==> src/rtl/apbmst.sv <==
// APB master: takes one command at a time from a valid/ready command port
// and runs it as an APB SETUP/ACCESS transfer. A transfer that sees PREADY
// low for TIMEOUT_CYCLES consecutive ACCESS cycles is aborted.
// Ports:
//   I_APBMST_PCLK, I_APBMST_PRESET_N   clock, synchronous active-low reset
//   I_APBMST_CMD_*  / O_APBMST_CMD_READY  command request (CMD_READY is comb)
//   O_APBMST_RSP_*                        completion pulse, read data, abort flag
//   O_APBMST_TIMEOUT_CNT                  saturating count of aborts
//   O_APBMST_P* / I_APBMST_P*             APB master signals
module apbmst #(
   parameter int unsigned TIMEOUT_CYCLES = 16
) (
   input  logic        I_APBMST_PCLK,
   input  logic        I_APBMST_PRESET_N,
   input  logic        I_APBMST_CMD_VALID,
   output logic        O_APBMST_CMD_READY,
   input  logic        I_APBMST_CMD_WRITE,
   input  logic [31:0] I_APBMST_CMD_ADDR,
   input  logic [31:0] I_APBMST_CMD_WDATA,
   output logic        O_APBMST_RSP_VALID,
   output logic [31:0] O_APBMST_RSP_RDATA,
   output logic        O_APBMST_RSP_TIMEOUT,
   output logic [7:0]  O_APBMST_TIMEOUT_CNT,
   output logic [31:0] O_APBMST_PADDR,
   output logic [31:0] O_APBMST_PWDATA,
   output logic        O_APBMST_PWRITE,
   output logic        O_APBMST_PSEL,
   output logic        O_APBMST_PENABLE,
   input  logic [31:0] I_APBMST_PRDATA,
   input  logic        I_APBMST_PREADY
);

   localparam int unsigned AW = 32;
   localparam int unsigned DW = 32;
   localparam int unsigned CW = 8;

   typedef enum logic [1:0] {
      ST_IDLE   = 2'd0,
      ST_SETUP  = 2'd1,
      ST_ACCESS = 2'd2
   } state_t;

   state_t          state, state_nxt;
   logic [CW-1:0]   wait_cnt, wait_cnt_nxt;
   logic [AW-1:0]   paddr_nxt;
   logic [DW-1:0]   pwdata_nxt, rdata_nxt;
   logic            pwrite_nxt, psel_nxt, penable_nxt;
   logic            rsp_valid_nxt, rsp_timeout_nxt;
   logic [CW-1:0]   tocnt_nxt;

   logic            accept_c, done_c, abort_c;

   // Handshake and ACCESS-cycle termination conditions
   assign O_APBMST_CMD_READY = (state == ST_IDLE);
   assign accept_c = I_APBMST_CMD_VALID && (state == ST_IDLE);
   assign done_c   = (state == ST_ACCESS) && I_APBMST_PREADY;
   // Last allowed wait cycle: wait_cnt already holds TIMEOUT_CYCLES-1 low cycles
   assign abort_c  = (state == ST_ACCESS) && !I_APBMST_PREADY &&
                     (wait_cnt == CW'(TIMEOUT_CYCLES - 1));

   // State and output registers
   always_ff @(posedge I_APBMST_PCLK) begin
      if (!I_APBMST_PRESET_N) begin
         state                <= ST_IDLE;
         wait_cnt             <= '0;
         O_APBMST_PADDR       <= '0;
         O_APBMST_PWDATA      <= '0;
         O_APBMST_PWRITE      <= 1'b0;
         O_APBMST_PSEL        <= 1'b0;
         O_APBMST_PENABLE     <= 1'b0;
         O_APBMST_RSP_VALID   <= 1'b0;
         O_APBMST_RSP_TIMEOUT <= 1'b0;
         O_APBMST_RSP_RDATA   <= '0;
         O_APBMST_TIMEOUT_CNT <= '0;
      end else begin
         state                <= state_nxt;
         wait_cnt             <= wait_cnt_nxt;
         O_APBMST_PADDR       <= paddr_nxt;
         O_APBMST_PWDATA      <= pwdata_nxt;
         O_APBMST_PWRITE      <= pwrite_nxt;
         O_APBMST_PSEL        <= psel_nxt;
         O_APBMST_PENABLE     <= penable_nxt;
         O_APBMST_RSP_VALID   <= rsp_valid_nxt;
         O_APBMST_RSP_TIMEOUT <= rsp_timeout_nxt;
         O_APBMST_RSP_RDATA   <= rdata_nxt;
         O_APBMST_TIMEOUT_CNT <= tocnt_nxt;
      end
   end

   // Next-state logic
   always_comb begin
      state_nxt = state;
      case (state)
         ST_IDLE:   if (accept_c) state_nxt = ST_SETUP;
         ST_SETUP:  state_nxt = ST_ACCESS;
         ST_ACCESS: if (done_c || abort_c) state_nxt = ST_IDLE;
         default:   state_nxt = ST_IDLE;
      endcase
   end

   // Next values of the registered outputs
   always_comb begin
      wait_cnt_nxt    = wait_cnt;
      paddr_nxt       = O_APBMST_PADDR;
      pwdata_nxt      = O_APBMST_PWDATA;
      pwrite_nxt      = O_APBMST_PWRITE;
      rdata_nxt       = O_APBMST_RSP_RDATA;
      tocnt_nxt       = O_APBMST_TIMEOUT_CNT;
      psel_nxt        = (state_nxt != ST_IDLE);
      penable_nxt     = (state_nxt == ST_ACCESS);
      rsp_valid_nxt   = done_c || abort_c;
      rsp_timeout_nxt = abort_c;

      if (accept_c) begin
         // Word-align by masking so every address bit is consumed
         paddr_nxt    = I_APBMST_CMD_ADDR & ~AW'(3);
         pwrite_nxt   = I_APBMST_CMD_WRITE;
         pwdata_nxt   = I_APBMST_CMD_WRITE ? I_APBMST_CMD_WDATA : '0;
         wait_cnt_nxt = '0;
      end

      if (state == ST_ACCESS && !I_APBMST_PREADY && !abort_c)
         wait_cnt_nxt = wait_cnt + CW'(1);

      if (done_c && !O_APBMST_PWRITE)
         rdata_nxt = I_APBMST_PRDATA;

      if (abort_c) begin
         rdata_nxt = '0;
         if (O_APBMST_TIMEOUT_CNT != {CW{1'b1}})
            tocnt_nxt = O_APBMST_TIMEOUT_CNT + CW'(1);
      end
   end

endmodule

==> config.mk <==
export PLATFORM = sky130hd
export DESIGN_NAME = apbmst
export DESIGN_NICKNAME = d
export VERILOG_FILES = /design/src/rtl/apbmst.sv
export SDC_FILE = /design/constraint.sdc
export NUM_CORES = 1
export LEC_CHECK = 0
export BUFFER_PORTS_ARGS = -buffer_cell sky130_fd_sc_hd__buf_4
export CAP_MARGIN = 40
export CORE_MARGIN = 2
export CORE_UTILIZATION = 41
export DETAILED_ROUTE_END_ITERATION = 6
export PLACE_DENSITY_LB_ADDON = 0.15
export SYNTH_ARGS = -nofsm -noshare
export SYNTH_HDL_FRONTEND = slang
export SYNTH_SLANG_ARGS = --single-unit
==> constraint.sdc <==
create_clock -name I_APBMST_PCLK -period 1.54 [get_ports I_APBMST_PCLK]
set_input_delay 0.231 -clock I_APBMST_PCLK [delete_from_list [all_inputs] [get_ports I_APBMST_PCLK]]
set_output_delay 0.231 -clock I_APBMST_PCLK [all_outputs]
set_load 0.02 [all_outputs]
==> results of run 1 <==
==> stage by stage <==
stage,worst slack [ns],hold slack (ns),cells
finish,-0.0418,0.0366,1000
global route,-0.132,0.0178,1000
CTS,-0.0245,0.0187,995
detailed placement,-0.0823,0.446,864
global placement,-0.0483,0.438,864
floorplan,0.00131,0.367,537
==> power by group through the flow <==
stage	registers, mW	clock network [mW]	logic (mW)
2_1_floorplan	3.39	0	0.300
3_3_place_gp	3.26	0	0.903
3_5_place_dp	3.26	0	0.917
4_1_cts	3.20	4.31	1.12
5_1_grt	3.21	4.47	1.25
6_report	3.20	4.26	1.17
==> worst max-delay path: stages, from the launching register on <==
cell and delay, ns:
dfxtp_2 0.33, nor4_4 0.37, nand3_4 0.16, buf_6 0.18
buf_6 0.12, nand2_8 0.10, clkbuf_16 0.16, a21oi_1 0.05
==> cell families after synthesis <==
family | count (synthesis) | share of synthesized area
and+or+nand+nor | 245 | 0.255
AOI/OAI and AO/OA | 124 | 0.154
DFF | 117 | 0.537
adders and majority gates | 2 | 0.00574
buffers and inverters | 45 | 0.0422
other | 1 | 0.000860
muxes | 2 | 0.00488
==> worst paths after layout <==
path | start | endpoint | slack, ns
worst max-delay path | wait_cnt[7] | O_APBMST_RSP_RDATA[28] | -0.04
worst min-delay path | I_APBMST_CMD_WDATA[1] | O_APBMST_PWDATA[1] | 0.04
worst max register to register | wait_cnt[7] | O_APBMST_RSP_RDATA[28] | -0.04
worst min register to register | O_APBMST_RSP_RDATA[14] | O_APBMST_RSP_RDATA[14] | 0.45
==> layout make-up <==
cell class | instances | area, sq um
Tap cell | 136 | 170
Timing Repair Buffer | 338 | 2910
Fill cell | 657 | 2170
Clock inverter | 12 | 201
Clock buffer | 20 | 445
Sequential cell | 117 | 2350
Inverter | 2 | 7.51
Multi-Input combinational cell | 375 | 2060
==> Yosys cell counts, types with 2 or more instances <==
cell	n	area share
a21oi_1	106	0.12
a31oi_1	2	0.0029
and2_1	2	0.0029
and3_1	3	0.0043
buf_1	4	0.0034
buf_2	6	0.0069
buf_4	2	0.0034
clkbuf_1	31	0.027
dfxtp_1	117	0.54
ha_1	2	0.0057
nand2_1	167	0.14
nand2b_1	2	0.0029
nand3_1	42	0.048
nand3b_1	2	0.0034
nand4_1	4	0.0057
nor2_1	4	0.0034
o31ai_1	6	0.010
o41ai_1	2	0.0040
or3_1	5	0.0072
or4_1	4	0.0069
==> state kept, by name (all words and copies together) (netlist names) <==
register / cells
O_APBMST_PADDR: 30
O_APBMST_PENABLE: 1
O_APBMST_PSEL: 1
O_APBMST_PWDATA: 32
O_APBMST_PWRITE: 1
O_APBMST_RSP_RDATA: 32
O_APBMST_RSP_TIMEOUT: 1
O_APBMST_RSP_VALID: 1
O_APBMST_TIMEOUT_CNT: 8
state: 2
wait_cnt: 8
==> per-layer routing <==
layer | wire, microns | part of all wire | up-vias | global-route usage
li1 | - | - | 2444 | -
met1 | 5960 | 0.40 | 2388 | 0.274
met2 | 7830 | 0.52 | 187 | 0.420
met3 | 910 | 0.060 | 34 | 0.0711
met4 | 352 | 0.023 | 0 | 0.116
met5 | 0 | 0 | - | 0
==> repair_timing <==
action,4_1_cts,5_1_grt
hold buffers,92,0
resized for setup,23,30
endpoints found under the setup margin,7,43
pin swaps,15,11
buffers inserted,7,3
endpoints found under the hold margin,92,0
gates cloned,1,2
==> impl_metrics.json, run 1 <==
{
  "clkPwrFrac": 0.493,
  "vias": 5053,
  "min_period_over_period": 1.03,
  "grt-ovfl-total": 0,
  "tns_ns": -0.748,
  "violations": "setup timing",
  "final_cell_mix": "233 x buf_4, 165 x nand2_1, 109 x dfxtp_1, 92 x dlygate4sd3_1, 84 x a21oi_1",
  "grt_pass1_wl_microns": 22300,
  "finalWeightedCongestion": 0.760,
  "synth-edff-count": 0,
  "areaGrowthSynthToFinish_pct": 86.9,
  "dr.pass1.iters": 4,
  "drt-vias-per-instance": 5.05,
  "rsz0062_at_grt": "yes",
  "fp.coreArea_sq_um": 10300,
  "p_comb_frac": 0.136,
  "maxCapViolCount": 0,
  "worst_hold_path_type": "primary input to flop",
  "min_period_ns": 1.58,
  "cts_root_buffer": "clkbuf_8",
  "cts_buffer_depth": 2,
  "clkSinkCount": 117,
  "path_max_fanout": 8,
  "syn-instance-count": 536,
  "rows": 37,
  "hpwl_microns": 8390,
  "diodes": 0,
  "ir_drop_mv": 0.859,
  "layout_commonest_cell": "buf_4",
  "status": "finished, violations left",
  "holdPathStages": 3,
  "final_layout_size_suffix_gt1_frac": 0.381,
  "seq_area_frac_synth": 0.537,
  "async_reset_ff_frac": 0,
  "grt_use_total": 0.243,
  "ys.flop_type": "dfxtp_1",
  "die_w_microns": 107,
  "wl_per_cell_microns": 15.1,
  "placed_area_sq_um": 6210,
  "hold_viol_final": 0,
  "cp-end-kind": "flop",
  "worstSkewPairLatency_ns": 0.51,
  "cts_buffers": 17,
  "synth_area_sq_um": 4360,
  "drc": 0,
  "drv_slew": 0,
  "wirelength_microns": 15100,
  "ios": 211,
  "grt_pass1_vias": 4815,
  "design_power_total_mw": 8.64,
  "clock.fmax_mhz": 632,
  "pwr-share-seq": 0.371,
  "fp.dieH_microns": 107,
  "drtAntennaViolNets": 0,
  "initial_utilization": 0.422,
  "cts_tree": "yes",
  "syn-mean-instance-area_sq_um": 8.13,
  "internal_power_mw": 6.63,
  "path_class": "flop to flop",
  "antenna_found_initial": 0,
  "start_kind": "flop",
  "drt_iter0_drc": 243,
  "dieArea_sq_um": 11500,
  "switching_share": 0.233,
  "portBuffers": 206,
  "yosys_register_bits": 117,
  "clock_skew_ns": 0.00854,
  "synth_cell_type_count": 43,
  "powerDensity_nw_per_um2": 1060,
  "cp.required_ns": 1.94,
  "p_leak_nw": 3.41,
  "design_area_sq_um": 8150,
  "h-tree-depth": 4,
  "yosys_warnings": 0,
  "fin_nets": 954,
  "fin_ws_ns": -0.0418,
  "reg2reg_depth": 7,
  "clk_pin_slew_ns": 0.06,
  "finalSetupViolations": 35,
  "arrival_ns": 1.98,
  "grt_max_degree": 53,
  "power.net_switching_mw": 2.01,
  "final_core_util": 0.789
}
No activity file was read; power rests on OpenSTA's default activity.
==> inputs of run 2 (changes only) <==
--- a/config.mk
+++ b/config.mk
@@ -8,7 +8,7 @@
 export BUFFER_PORTS_ARGS = -buffer_cell sky130_fd_sc_hd__buf_4
 export CAP_MARGIN = 40
 export CORE_MARGIN = 2
-export CORE_UTILIZATION = 41
+export CORE_UTILIZATION = 35
 export DETAILED_ROUTE_END_ITERATION = 6
 export PLACE_DENSITY_LB_ADDON = 0.15
 export SYNTH_ARGS = -nofsm -noshare
==> impl_metrics.json, run 2 (same netlist as run 1, synthesis figures left out) <==
{
  "start_kind": "flop",
  "drv_slew": 0,
  "hold_viol_final": 0,
  "portBuffers": 206,
  "reg_top3": "O_APBMST_PWDATA: 32 flops, O_APBMST_RSP_RDATA: 32 flops, O_APBMST_PADDR: 30 flops",
  "dr.pass1.iters": 4,
  "violations": "setup timing",
  "cts_tree": "yes",
  "drtAntennaViolNets": 0,
  "final_core_util": 0.580,
  "cp_cell_sequence": "nor4_4 > buf_4 > nand3_4 > or4_4 > a21oi_2",
  "path_max_fanout": 5,
  "initial_utilization": 0.361,
  "cp_slowest_stage_delay_ns": 0.49,
  "grt_max_degree": 44,
  "dieArea_sq_um": 13400,
  "clock.fmax_mhz": 638,
  "vias": 4478,
  "final_layout_size_suffix_gt1_frac": 0.389,
  "p_leak_nw": 2.97,
  "placed_area_sq_um": 6240,
  "cts_buffer_depth": 2,
  "grt_pass1_wl_microns": 20300,
  "worst_hold_path_type": "primary input to flop",
  "drc": 0,
  "layoutNonFillerInstCount": 937,
  "min_period_over_period": 1.02,
  "dp_cells": 899,
  "antenna_found_initial": 0,
  "fp.dieH_microns": 116,
  "grt_pass1_vias": 4300,
  "status": "finished, violations left",
  "wl_per_cell_microns": 13.5,
  "design_area_sq_um": 6990,
  "path_class": "flop to flop",
  "layout_commonest_cell": "buf_4",
  "worstSkewPairLatency_ns": 0.41,
  "die_w_microns": 116,
  "h-tree-depth": 4,
  "fp.coreArea_sq_um": 12100,
  "clkSinkCount": 117,
  "clock_skew_ns": 0.00833,
  "wirelength_microns": 12600,
  "cts_buffers": 17,
  "ir_drop_mv": 0.602,
  "ios": 211,
  "finalSetupViolations": 4,
  "final_cell_mix": "233 x buf_4, 167 x nand2_1, 109 x dfxtp_1, 103 x a21oi_1, 42 x nand3_1",
  "finalWeightedCongestion": 0.753,
  "cp-end-kind": "flop",
  "drt_iter0_drc": 219,
  "cts_root_buffer": "clkbuf_16",
  "powerDensity_nw_per_um2": 1190,
  "rsz0062_at_grt": "yes",
  "min_period_ns": 1.57,
  "clk_pin_slew_ns": 0.05,
  "areaGrowthSynthToFinish_pct": 60.4,
  "cp.required_ns": 1.88,
  "diodes": 0,
  "rows": 40,
  "arrival_ns": 1.91,
  "grt-ovfl-total": 0,
  "fin_ws_ns": -0.0281,
  "fin_nets": 859,
  "hpwl_microns": 8710,
  "crit_path_top_delay_cell": "or4_4",
  "grt_use_total": 0.190,
  "drt-vias-per-instance": 4.78,
  "pre_cts_slack_ns": -0.0580,
  "maxCapViolCount": 0
}
-- run 2: through the flow --
stage,power (mW),hold WS [ns],TNS (ns)
after floorplan,3.69,0.367,0
after global placement,4.16,0.439,-0.136
after detailed placement,4.18,0.445,-0.276
after CTS,8.44,0.0440,0
after global routing,8.67,0.0538,-0.776
final,8.35,0.0649,-0.0657
-- run 2: worst paths after layout --
check                                           start                      end  slack, ns  cells after the start
worst max-delay path                      wait_cnt[7]  O_APBMST_TIMEOUT_CNT[7]      -0.03                      5
worst min-delay path             I_APBMST_CMD_ADDR[3]        O_APBMST_PADDR[3]       0.06                      3
worst max register to register            wait_cnt[7]  O_APBMST_TIMEOUT_CNT[7]      -0.03                      5
worst min register to register  O_APBMST_RSP_RDATA[1]    O_APBMST_RSP_RDATA[1]       0.45                      2
-- run 2: timing repair --
item | CTS | global route
setup buffers | 4 | 1
resized for setup | 8 | 12
hold buffers | 0 | 0
pin swaps | 16 | 9
cloned | 1 | 0
endpoints found under the setup margin | 8 | 16
hold endpoints to repair | 0 | 0
-- run 2: cell type report --
cell class | instances | area, sq um
well taps | 168 | 210
clock inverters | 10 | 178
clock buffers | 22 | 454
multi-input cells | 376 | 1910
repair buffers | 242 | 1890
inverters | 2 | 7.51
fillers | 1087 | 5070
flip-flops and latches | 117 | 2350
-- run 2: critical path: cells and delay by family (launching register included) --
kind / cells / cell delay [ns]
AO/OA/AOI/OAI: 1 / 0.13
buffers and inverters: 1 / 0.19
AND/OR/NAND/NOR: 3 / 0.85
flip-flops: 1 / 0.33
-- run 2: metal layers --
metal	vias up	track usage	routed length, microns
met5	-	0	0
met4	0	0.0763	169
met3	16	0.0774	1090
met2	153	0.312	6110
met1	2055	0.222	5270
li1	2254	-	-
-- run 2: power breakdown --
group	leakage, nW	internal [mW]	switching (mW)
sequential	0.955	3.14	0.0600
clock	0.308	2.90	1.33
combinational	1.71	0.425	0.485
